### src/rtl/cmd_link_if.sv
// ============================================================================
//  Module      : cmd_link_if
//  Description : Signal bundle for cmd_link. Carries the UART RX/TX handshake
//                and the command/response handshake with the command
//                processor.
//                  master : the environment around cmd_link (UART transceiver
//                           plus command processor)
//                  slave  : cmd_link itself
//  Signals     : rx_rdy/rx_data/clr_rx_rdy      UART RX byte handshake
//                trmt/tx_data/tx_done           UART TX byte handshake
//                cmd/cmd_rdy/clr_cmd_rdy        assembled 24-bit command
//                send_resp/resp_data/resp_sent  1-byte response request
//                frame_err                      partial frame dropped
//  Revision    : 1.0 - initial release
// ============================================================================
`default_nettype none

interface cmd_link_if;
  logic        rx_rdy;
  logic [7:0]  rx_data;
  logic        clr_rx_rdy;
  logic        trmt;
  logic [7:0]  tx_data;
  logic        tx_done;
  logic [23:0] cmd;
  logic        cmd_rdy;
  logic        clr_cmd_rdy;
  logic        send_resp;
  logic [7:0]  resp_data;
  logic        resp_sent;
  logic        frame_err;

  modport master (
    output rx_rdy, rx_data, tx_done, clr_cmd_rdy, send_resp, resp_data,
    input  clr_rx_rdy, trmt, tx_data, cmd, cmd_rdy, resp_sent, frame_err
  );

  modport slave (
    input  rx_rdy, rx_data, tx_done, clr_cmd_rdy, send_resp, resp_data,
    output clr_rx_rdy, trmt, tx_data, cmd, cmd_rdy, resp_sent, frame_err
  );
endinterface

`default_nettype wire

### src/rtl/cmd_link.sv
// ============================================================================
//  Module      : cmd_link
//  Description : Host-side end of the command/response link. Assembles three
//                UART RX bytes into a 24-bit command {byte1,byte2,byte3},
//                holds it with cmd_rdy until the consumer clears it, and
//                serialises 1-byte responses through the UART TX with a
//                resp_sent acknowledge. A partial frame that stalls for
//                TO_CYCLES cycles is dropped with a frame_err pulse.
//  Parameters  : TO_CYCLES  inter-byte timeout in clk cycles
//  Ports       : clk        system clock, all state on posedge
//                rst_n      asynchronous, active-low reset
//                bus        cmd_link_if.slave (UART + command handshakes)
//  Revision    : 1.0 - initial release
// ============================================================================
`default_nettype none

module cmd_link #(
  parameter int TO_CYCLES = 1_000_000
) (
  input wire        clk,
  input wire        rst_n,
  cmd_link_if.slave bus
);

  localparam int c_cnt_w = (TO_CYCLES > 1) ? $clog2(TO_CYCLES) : 1;
  localparam logic [c_cnt_w-1:0] c_to_last = c_cnt_w'(TO_CYCLES - 1);

  typedef enum logic [1:0] {
    B1   = 2'd0,
    B2   = 2'd1,
    B3   = 2'd2,
    HOLD = 2'd3
  } rx_state_t;

  typedef enum logic {
    TX_IDLE = 1'b0,
    TX_BUSY = 1'b1
  } tx_state_t;

  rx_state_t          r_rx_state;
  tx_state_t          r_tx_state;
  logic [23:0]        r_cmd;
  logic               r_cmd_rdy;
  logic               r_frame_err;
  logic [c_cnt_w-1:0] r_to_cnt;
  logic [7:0]         r_tx_data;
  logic               r_trmt;
  logic               r_resp_sent;

  logic               w_to_hit;

  assign w_to_hit = (r_to_cnt == c_to_last);

  // Byte consumption is combinational so the UART sees the clear in the same
  // cycle the byte is sampled. In HOLD the byte is left pending, which is the
  // backpressure towards the UART. Forced low while reset is asserted.
  assign bus.clr_rx_rdy = rst_n & bus.rx_rdy & (r_rx_state != HOLD);

  // --------------------------------------------------------------------------
  // RX path: frame assembly and inter-byte timeout
  // --------------------------------------------------------------------------
  always_ff @(posedge clk or negedge rst_n) begin
    if (!rst_n) begin
      r_rx_state  <= B1;
      r_cmd       <= '0;
      r_cmd_rdy   <= 1'b0;
      r_frame_err <= 1'b0;
      r_to_cnt    <= '0;
    end else begin
      r_frame_err <= 1'b0;
      case (r_rx_state)
        B1: begin
          r_to_cnt <= '0;
          if (bus.rx_rdy) begin
            r_cmd[23:16] <= bus.rx_data;
            r_rx_state   <= B2;
          end
        end
        B2: begin
          // An arriving byte takes priority over an expiring timeout.
          if (bus.rx_rdy) begin
            r_cmd[15:8] <= bus.rx_data;
            r_to_cnt    <= '0;
            r_rx_state  <= B3;
          end else if (w_to_hit) begin
            r_frame_err <= 1'b1;
            r_to_cnt    <= '0;
            r_rx_state  <= B1;
          end else begin
            r_to_cnt <= r_to_cnt + 1'b1;
          end
        end
        B3: begin
          if (bus.rx_rdy) begin
            r_cmd[7:0] <= bus.rx_data;
            r_cmd_rdy  <= 1'b1;
            r_to_cnt   <= '0;
            r_rx_state <= HOLD;
          end else if (w_to_hit) begin
            r_frame_err <= 1'b1;
            r_to_cnt    <= '0;
            r_rx_state  <= B1;
          end else begin
            r_to_cnt <= r_to_cnt + 1'b1;
          end
        end
        HOLD: begin
          // cmd is frozen; only the consumer's clear releases the frame.
          r_to_cnt <= '0;
          if (bus.clr_cmd_rdy) begin
            r_cmd_rdy  <= 1'b0;
            r_rx_state <= B1;
          end
        end
      endcase
    end
  end

  // --------------------------------------------------------------------------
  // TX path: one response byte in flight at a time
  // --------------------------------------------------------------------------
  always_ff @(posedge clk or negedge rst_n) begin
    if (!rst_n) begin
      r_tx_state  <= TX_IDLE;
      r_tx_data   <= '0;
      r_trmt      <= 1'b0;
      r_resp_sent <= 1'b0;
    end else begin
      r_trmt      <= 1'b0;
      r_resp_sent <= 1'b0;
      case (r_tx_state)
        TX_IDLE: begin
          if (bus.send_resp) begin
            r_tx_data  <= bus.resp_data;
            r_trmt     <= 1'b1;
            r_tx_state <= TX_BUSY;
          end
        end
        TX_BUSY: begin
          // tx_data stays untouched here so the UART sees a stable byte.
          if (bus.tx_done) begin
            r_resp_sent <= 1'b1;
            r_tx_state  <= TX_IDLE;
          end
        end
      endcase
    end
  end

  assign bus.cmd       = r_cmd;
  assign bus.cmd_rdy   = r_cmd_rdy;
  assign bus.frame_err = r_frame_err;
  assign bus.tx_data   = r_tx_data;
  assign bus.trmt      = r_trmt;
  assign bus.resp_sent = r_resp_sent;

endmodule

`default_nettype wire

### src/flat_wrapper.sv
// flat-port wrapper written by rule: the top's interface ports become plain ports
module cmd_link_flat 
#(
  parameter int TO_CYCLES = 1_000_000
)
  (clk, rst_n, bus_rx_rdy, bus_rx_data, bus_tx_done, bus_clr_cmd_rdy, bus_send_resp, bus_resp_data, bus_clr_rx_rdy, bus_trmt, bus_tx_data, bus_cmd, bus_cmd_rdy, bus_resp_sent, bus_frame_err);
  cmd_link_if bus_i ();
  input wire clk;
  input wire rst_n;
  input wire logic [$bits(bus_i.rx_rdy)-1:0] bus_rx_rdy;
  input wire logic [$bits(bus_i.rx_data)-1:0] bus_rx_data;
  input wire logic [$bits(bus_i.tx_done)-1:0] bus_tx_done;
  input wire logic [$bits(bus_i.clr_cmd_rdy)-1:0] bus_clr_cmd_rdy;
  input wire logic [$bits(bus_i.send_resp)-1:0] bus_send_resp;
  input wire logic [$bits(bus_i.resp_data)-1:0] bus_resp_data;
  output wire logic [$bits(bus_i.clr_rx_rdy)-1:0] bus_clr_rx_rdy;
  output wire logic [$bits(bus_i.trmt)-1:0] bus_trmt;
  output wire logic [$bits(bus_i.tx_data)-1:0] bus_tx_data;
  output wire logic [$bits(bus_i.cmd)-1:0] bus_cmd;
  output wire logic [$bits(bus_i.cmd_rdy)-1:0] bus_cmd_rdy;
  output wire logic [$bits(bus_i.resp_sent)-1:0] bus_resp_sent;
  output wire logic [$bits(bus_i.frame_err)-1:0] bus_frame_err;
  assign bus_i.rx_rdy = bus_rx_rdy;
  assign bus_i.rx_data = bus_rx_data;
  assign bus_i.tx_done = bus_tx_done;
  assign bus_i.clr_cmd_rdy = bus_clr_cmd_rdy;
  assign bus_i.send_resp = bus_send_resp;
  assign bus_i.resp_data = bus_resp_data;
  assign bus_clr_rx_rdy = bus_i.clr_rx_rdy;
  assign bus_trmt = bus_i.trmt;
  assign bus_tx_data = bus_i.tx_data;
  assign bus_cmd = bus_i.cmd;
  assign bus_cmd_rdy = bus_i.cmd_rdy;
  assign bus_resp_sent = bus_i.resp_sent;
  assign bus_frame_err = bus_i.frame_err;
  cmd_link #(.TO_CYCLES(TO_CYCLES)) u_core (.clk(clk), .rst_n(rst_n), .bus(bus_i));
endmodule
### config.mk
export PLATFORM = sky130hd
export DESIGN_NAME = cmd_link_flat
export DESIGN_NICKNAME = d
export VERILOG_FILES = /design/src/rtl/cmd_link_if.sv /design/src/rtl/cmd_link.sv /design/src/flat_wrapper.sv
export SDC_FILE = /design/constraint.sdc
export NUM_CORES = 1
export LEC_CHECK = 0
export ABC_AREA = 1
export CORE_MARGIN = 3
export CORE_UTILIZATION = 51
export CTS_CLUSTER_SIZE = 28
export DETAILED_ROUTE_END_ITERATION = 10
export PLACE_DENSITY_LB_ADDON = 0.12
export SETUP_SLACK_MARGIN = 0.05
export SLEW_MARGIN = 40
export SYNTH_ARGS = -nofsm -noshare
export SYNTH_HDL_FRONTEND = slang
export SYNTH_SLANG_ARGS = --single-unit
### constraint.sdc
create_clock -name clk -period 3.65 [get_ports clk]
set_input_delay 0.73 -clock clk [delete_from_list [all_inputs] [get_ports clk]]
set_output_delay 0.73 -clock clk [all_outputs]
set_load 0.05 [all_outputs]
Word-level counts from Yosys, hierarchy flattened --
Index checks and enable logic that the tools add are counted. Widths: inputs -> output; s select.
Storage, ports and cells: bits in registers 59, input bits 22, output and inout port bits 37
Operators by class: add/subtract/negate cells 1, equal/unequal tests 8, mux-type cells 21, bitwise operators 3, reduce and logical (&&, ||, !) cells 10
Operators with widths (count):
- $mux 20 | 2
- $pmux 20 s2 | 1
- $add 20x1->20 const B | 1
- $eq 20x20->1 const B | 1
- $mux 1 | 10
- $mux 2 | 5
- $reduce_and 2->1 | 5
- $ne 2x2->1 const B | 4
- $pmux 2 s4 | 1
- $eq 2x2->1 const B | 2
- $pmux 1 s2 | 2
- $reduce_or 2->1 | 2
- $reduce_and 3->1 | 1
- $and 1x1->1 | 2
- $eq 2x1->1 const B | 1
- $logic_not 2->1 | 1
- $reduce_bool 2->1 | 1
- $not 1->1 | 1

Logic depth before layout (Yosys ltp) --
Gate-level depths: netlist of the first run.
depth in word-level cells 4, depth in mapped cells 9, depth with buffers taken out 9

Worst setup path before layout of the first run --
Ideal clock, no wire load.
kind input port to output port, from input bus_rx_rdy, to output bus_clr_rx_rdy, data arrival time 1.596 ns, data required time 2.920 ns, slack 1.324 ns, stages 3, path buffers 1, cells stage by stage buf_2 > nand2_1 > nor2_1
Between the ends: word-level cells in the longest chain between the ends 2
RTL lines:
- start: declaration | line flat_wrapper.sv:10 | input wire logic [$bits(bus_i.rx_rdy)-1:0] bus_rx_rdy;
- $and 1x1->1 (2 in a row) | line cmd_link.sv:57 | assign bus.clr_rx_rdy = rst_n & bus.rx_rdy & (r_rx_state != HOLD);
- end: declaration | line flat_wrapper.sv:16 | output wire logic [$bits(bus_i.clr_rx_rdy)-1:0] bus_clr_rx_rdy;
No other way between the ends.

Worst setup path in the final report of the first run --
Same ends and word-level chain as after synthesis.

==> results of run 1 <==
## synthesized netlist by cell type
library cell / n / area share
nand2_1: 101 / 0.14
dfrtp_1: 59 / 0.53
nor2_1: 45 / 0.061
inv_1: 38 / 0.052
o21ai_0: 27 / 0.049
nand3_1: 10 / 0.018
a21oi_1: 9 / 0.016
ha_1: 6 / 0.027
nor3_1: 6 / 0.011
nor2_4: 4 / 0.016
nand4_1: 3 / 0.0068
nor3_2: 3 / 0.011
xnor2_1: 3 / 0.0095
a31oi_1: 2 / 0.0045
buf_2: 2 / 0.0036
clkbuf_1: 2 / 0.0027
xor2_1: 2 / 0.0063
and2_1: 1 / 0.0023
buf_6: 1 / 0.0041
clkinv_1: 1 / 0.0014
inv_2: 1 / 0.0014
nand2_2: 1 / 0.0023
nand2_4: 1 / 0.0041
nand3_2: 1 / 0.0036
nand3_4: 1 / 0.0063
nand3b_1: 1 / 0.0027
nor2_2: 1 / 0.0023
nor3b_1: 1 / 0.0027
o21bai_1: 1 / 0.0027
## through the flow
| step | setup slack (ns) | utilization | area [um2] | total power, mW |
|---|---|---|---|---|
| after floorplan | 1.324 | - | 2769 | 1.761 |
| after global placement | 0.5552 | 0.6594 | 3411 | 2.159 |
| after detailed placement | 0.5502 | 0.6594 | 3411 | 2.183 |
| after CTS | 0.5605 | 0.6986 | 3613 | 2.787 |
| after global routing | 0.4304 | 0.6986 | 3613 | 2.926 |
| final | 0.5564 | 0.6986 | 3613 | 2.759 |
## where the power goes
part / total [mW] / internal [mW] / switching, mW
logic: 1.24 / 0.384 / 0.853
registers: 0.926 / 0.825 / 0.101
clock network: 0.596 / 0.333 / 0.263
## flip-flops by register name, indices dropped and copies added, names as in the netlist
| register | count |
|---|---|
| u_core.bus.cmd | 24 |
| u_core.r_to_cnt | 20 |
| u_core.bus.tx_data | 8 |
| u_core.r_rx_state | 2 |
| u_core.bus.cmd_rdy | 1 |
| u_core.bus.frame_err | 1 |
| u_core.bus.resp_sent | 1 |
| u_core.bus.trmt | 1 |
| u_core.r_tx_state | 1 |
## final timing paths
check	from	endpoint	slack [ns]	depth (start not counted)
max in group asynchronous	rst_n	u_core.r_to_cnt[10]$_DFF_PN0_	2.56	2
worst max register to register	u_core.r_to_cnt[0]$_DFF_PN0_	u_core.r_to_cnt[17]$_DFF_PN0_	1.97	8
min in group asynchronous	rst_n	u_core.bus.cmd_rdy$_DFFE_PN0P_	0.60	2
worst min register to register	u_core.r_to_cnt[0]$_DFF_PN0_	u_core.r_to_cnt[0]$_DFF_PN0_	0.46	1
worst min-delay path	u_core.r_to_cnt[0]$_DFF_PN0_	u_core.r_to_cnt[0]$_DFF_PN0_	0.46	1
worst max-delay path	bus_rx_rdy	bus_clr_rx_rdy	0.56	4
## final cells by class
type | count | area, um2
inverter | 40 | 150.1
multi-input combinational | 230 | 1114
tap | 70 | 87.58
clock inverter | 6 | 65.06
sequential | 59 | 1476
fill | 432 | 1559
timing repair buffer | 59 | 583.1
clock buffer | 10 | 137.6
## layer usage
metal	global-route usage	vias up	wire (um)
met5	0	-	0
met4	0.1117	0	136
met3	0.05305	10	273
met2	0.3147	42	2701
met1	0.2604	1083	2625
li1	-	1174	-
## cell families (layout without fill, tap and decap cells)
logic type	count (synthesis)	in the layout
and+or+nand+nor	180	180
DFF	59	59
buffers and inverters	45	115
AOI/OAI and AO/OA	39	39
adders and majority gates	6	6
xor gates and xnor gates	5	5
==> results.sh, run 1 <==
export IMPL_drc_errors=0
export IMPL_startpoint_type="input pin"
export IMPL_fin_skew_ns=0.005531
export IMPL_synth_compound_area_frac=0.07230
export IMPL_core_area_um2=5172
export IMPL_grt_max_degree=60
export IMPL_syn_avg_cell_area_um2=8.290
export IMPL_cts_setup_buffers=0
export IMPL_nets=427
export IMPL_drt_initial_drc_count=83
export IMPL_port_buffers=58
export IMPL_syn_inst=334
export IMPL_grt_setup_unrepaired="false"
export IMPL_numClockSinks=59
export IMPL_cap_violations=0
export IMPL_globalRoute_totalOverflow=0
export IMPL_final_min_clock_period_ns=3.094
export IMPL_final_cell_mix="101 x nand2_1, 59 x dfrtp_1, 57 x clkdlybuf4s50_1"
export IMPL_cts_hold_buf=0
export IMPL_cts_resized_gates=0
export IMPL_tritoncts_num_buffers=9
export IMPL_leakage_nw=1.681
export IMPL_critPathCaptureType="output pin"
export IMPL_routed_wl_um=5736
export IMPL_tritoncts="yes"
export IMPL_ir_drop_mv=0.6125
export IMPL_p_per_area_nw_per_um2=763.5
export IMPL_gp_congestion=0.8746
export IMPL_io_pins=59
export IMPL_yosysWarnings=0
export IMPL_yosys_area_share_adder=0.02711
export IMPL_tns_ns=0
export IMPL_ys_seq_area_frac=0.5332
export IMPL_die_area_um2=6350
export IMPL_synth_simple_area_share=0.2869
export IMPL_cp_arrival_ns=2.36
export IMPL_synth_area_um2=2769
export IMPL_muxShareOfSynthArea=0
export IMPL_cts_root_buf="clkbuf_8"
export IMPL_synth_xor_area_share=0.01582
export IMPL_grt_use_total=0.2037
export IMPL_clockBufferDepth=2
export IMPL_final_cells=474
export IMPL_drtPass1Iterations=4
export IMPL_rows=26
export IMPL_syn2layout_area_growth_pct=30.50
export IMPL_cpLargestDelayFamily="buffers and inverters"
export IMPL_crit_fanout=10
export IMPL_grt_pass1_vias=2271
export IMPL_crit_slowest_cell="clkdlybuf4s50_1"
export IMPL_clkTransAtPathRegs_ns=0.07
export IMPL_hold_class="flip-flop to flip-flop"
export IMPL_maxSlewViolCount=0
export IMPL_status="complete, no violations"
export IMPL_synth_top_family_by_area="simple AND/OR/NAND/NOR gates"
export IMPL_mostFrequentLayoutCell="nand2_1"
export IMPL_ys_types=29
export IMPL_path_buf_inv=2
export IMPL_avgRoutedWirePerCell_um=12.10
export IMPL_dp_hpwl_um=4170
export IMPL_die_x_um=79.69
export IMPL_setup_viol=0
export IMPL_cpMostUsedCell="clkdlybuf4s50_1"
export IMPL_placed_cells=458
export IMPL_htree_num_levels=3
export IMPL_ys_seq_elements=59
export IMPL_crit_path_max_incr_delay_ns=0.81
export IMPL_fin_hold_ws_ns=0.4648
export IMPL_grt_pass1_wl_um=9977
export IMPL_ant_nets=0
export IMPL_required_ns=2.92
export IMPL_viasPerCell=4.871
export IMPL_initial_utilization=0.5353
export IMPL_relSlewSlack=0.5207
export IMPL_period_share=0.8476
export IMPL_clk_latency_ns=0.33
export IMPL_max_freq_mhz=323.3
export IMPL_vias=2309
export IMPL_diodes=0
export IMPL_antenna_found_initial=0
export IMPL_critPathKind="input pin to output pin"
export IMPL_cp_cell_sequence="clkdlybuf4s50_1 > nand2_1 > nor2_1 > clkdlybuf4s50_1"
export IMPL_die_h_um=79.69
export IMPL_finalHoldViolCount=0
export IMPL_drive_gt1_frac=0.07673
export IMPL_syn_num_nets=362
export IMPL_worstMarginPinSlew_ns=0.7190
Note: power is estimated with default switching activity, not from simulation.
==> run 2, diff against run 1 <==
==> constraint.sdc (replaced) <==
create_clock -name clk -period 3 [get_ports clk]
set_input_delay 0.6 -clock clk [delete_from_list [all_inputs] [get_ports clk]]
set_output_delay 0.6 -clock clk [all_outputs]
set_load 0.05 [all_outputs]
==> run 2 against run 1 <==
Non-clock buffer count unchanged. Clock power increased by 29%. Clock-buffer cell count grew 1. Sequential power increased by 22%. Critical path depth unchanged. Flip-flop and latch count unchanged. Global-route usage is 0.41 points lower. Final area is 0.10% higher. Combinational power increased by 22%. Cell count did not move. Power rose by 24%. Critical path type unchanged. Critical endpoint unchanged.
==> results.sh, run 2 (synthesized netlist as in run 1, its figures left out) <==
export IMPL_drt_initial_drc_count=148
export IMPL_die_area_um2=6350
export IMPL_numClockSinks=59
export IMPL_largest_reg_flops=24
export IMPL_initial_utilization=0.5353
export IMPL_cp_cell_sequence="clkdlybuf4s50_1 > nand2_1 > nor2_1 > buf_4"
export IMPL_htree_num_levels=3
export IMPL_grt_pass1_vias=2240
export IMPL_port_buffers=58
export IMPL_crit_fanout=10
export IMPL_cp_arrival_ns=1.67
export IMPL_cp_depth=4
export IMPL_rows=26
export IMPL_drc_errors=0
export IMPL_startpoint="bus_rx_rdy"
export IMPL_core_area_um2=5172
export IMPL_ant_nets=0
export IMPL_period_share=0.7553
export IMPL_nets=427
export IMPL_cap_violations=0
export IMPL_path_buf_inv=2
export IMPL_clk_latency_ns=0.33
export IMPL_dp_hpwl_um=4243
export IMPL_hold_class="flip-flop to flip-flop"
export IMPL_gp_congestion=0.8847
export IMPL_cp_endpoint="bus_clr_rx_rdy"
export IMPL_max_freq_mhz=441.3
export IMPL_tritoncts_num_buffers=9
export IMPL_final_cell_mix="101 x nand2_1, 59 x dfrtp_1, 56 x clkdlybuf4s50_1"
export IMPL_tritoncts="yes"
export IMPL_routed_wl_um=5954
export IMPL_cts_root_buf="clkbuf_8"
export IMPL_fin_skew_ns=0.006986
export IMPL_cts_hold_buf=0
export IMPL_clockBufferDepth=2
export IMPL_ir_drop_mv=0.6458
export IMPL_die_x_um=79.69
export IMPL_vias=2331
export IMPL_grt_max_degree=60
export IMPL_crit_path_max_incr_delay_ns=0.66
export IMPL_grt_setup_unrepaired="false"
export IMPL_worstMarginPinSlew_ns=0.7240
export IMPL_critPathKind="input pin to output pin"
export IMPL_fin_hold_ws_ns=0.4638
export IMPL_p_per_area_nw_per_um2=942.0
export IMPL_leakage_nw=1.684
export IMPL_io_pins=59
export IMPL_required_ns=2.40
export IMPL_globalRoute_totalOverflow=0
export IMPL_grt_use_total=0.1996
export IMPL_grt_pass1_wl_um=9825
export IMPL_critPathCaptureType="output pin"
export IMPL_syn2layout_area_growth_pct=30.64
export IMPL_cts_resized_gates=0
export IMPL_r2r_end="u_core.r_to_cnt[14]$_DFF_PN0_"
export IMPL_die_h_um=79.69
export IMPL_drive_gt1_frac=0.07426
export IMPL_finalHoldViolCount=0
export IMPL_diodes=0
export IMPL_rr_startpoint="u_core.r_to_cnt[0]$_DFF_PN0_"
export IMPL_reg2reg_depth=8
export IMPL_mostFrequentLayoutCell="nand2_1"
export IMPL_drtPass1Iterations=4
export IMPL_avgRoutedWirePerCell_um=12.56
export IMPL_relSlewSlack=0.5173
export IMPL_cpLargestDelayFamily="buffers and inverters"
export IMPL_setup_viol=0
export IMPL_maxSlewViolCount=0
export IMPL_dp_slack_ns=0.7637
export IMPL_cts_setup_buffers=0
export IMPL_fin_util=0.6993
export IMPL_final_min_clock_period_ns=2.266
export IMPL_layout_setup_ws_ns=0.7341
export IMPL_crit_slowest_cell="clkdlybuf4s50_1"
export IMPL_tns_ns=0
export IMPL_status="complete, no violations"
export IMPL_clkTransAtPathRegs_ns=0.06
export IMPL_rrSetupSlack_ns=1.29
export IMPL_antenna_found_initial=0
export IMPL_startpoint_type="input pin"
export IMPL_viasPerCell=4.918
run 2: cell count changes in the layout (fill, tap and decap cells not counted), sizes merged:
cell / delta
buf: +1
bufinv: +1
clkbuf: +1
clkdlybuf4s50: -1
clkinv: -2
run 2: worst min-delay path by stage:
| stage | start | to | slack, ns | cells past startpoint |
|---|---|---|---|---|
| floorplan | rst_n | u_core.bus.cmd[0]$_DFFE_PN0P_ | 0.30 | 0 |
| global placement | u_core.r_tx_state$_DFF_PN0_ | u_core.bus.resp_sent$_DFF_PN0_ | 0.44 | 2 |
| detailed placement | u_core.r_tx_state$_DFF_PN0_ | u_core.bus.resp_sent$_DFF_PN0_ | 0.46 | 2 |
| CTS | u_core.r_to_cnt[0]$_DFF_PN0_ | u_core.r_to_cnt[0]$_DFF_PN0_ | 0.47 | 1 |
| global route | u_core.bus.cmd_rdy$_DFFE_PN0P_ | u_core.bus.cmd_rdy$_DFFE_PN0P_ | 0.50 | 2 |
| finish | u_core.r_tx_state$_DFF_PN0_ | u_core.bus.resp_sent$_DFF_PN0_ | 0.46 | 2 |
run 2: where the power goes:
part / total (mW) / switching, mW / internal (mW)
sequential: 1.13 / 0.123 / 1.00
clock: 0.767 / 0.302 / 0.465
combinational: 1.51 / 1.05 / 0.468
total: 3.41 / 1.47 / 1.94
run 2: per-stage QoR:
step                      instances  cell area (um2)  power [mW]
after floorplan                 334             2769       2.142
after global placement          458             3408       2.626
after detailed placement        458             3408       2.657
after CTS                       474             3617       3.439
after global routing            474             3617       3.584
final                           474             3617       3.407
run 2: tightest hold or removal path: stages (launching register included):
cell and delay [ns]:
dfrtp_1 0.34, nand2_1 0.05, inv_1 0.04
run 2: final cells by class:
class	instances	area (um2)
clock buffers	11	131.4
clock inverters	5	77.57
fillers	430	1555
inverters	40	150.1
multi-input cells	230	1114
flip-flops and latches	59	1476
well taps	70	87.58
repair buffers	59	580.6
run 2: routing by layer:
metal,track usage,vias to the layer above,part of all wire
met5,0,-,0
met4,0.08247,0,0.0072
met3,0.05305,6,0.055
met2,0.3172,60,0.48
met1,0.2581,1092,0.46
li1,-,1173,-
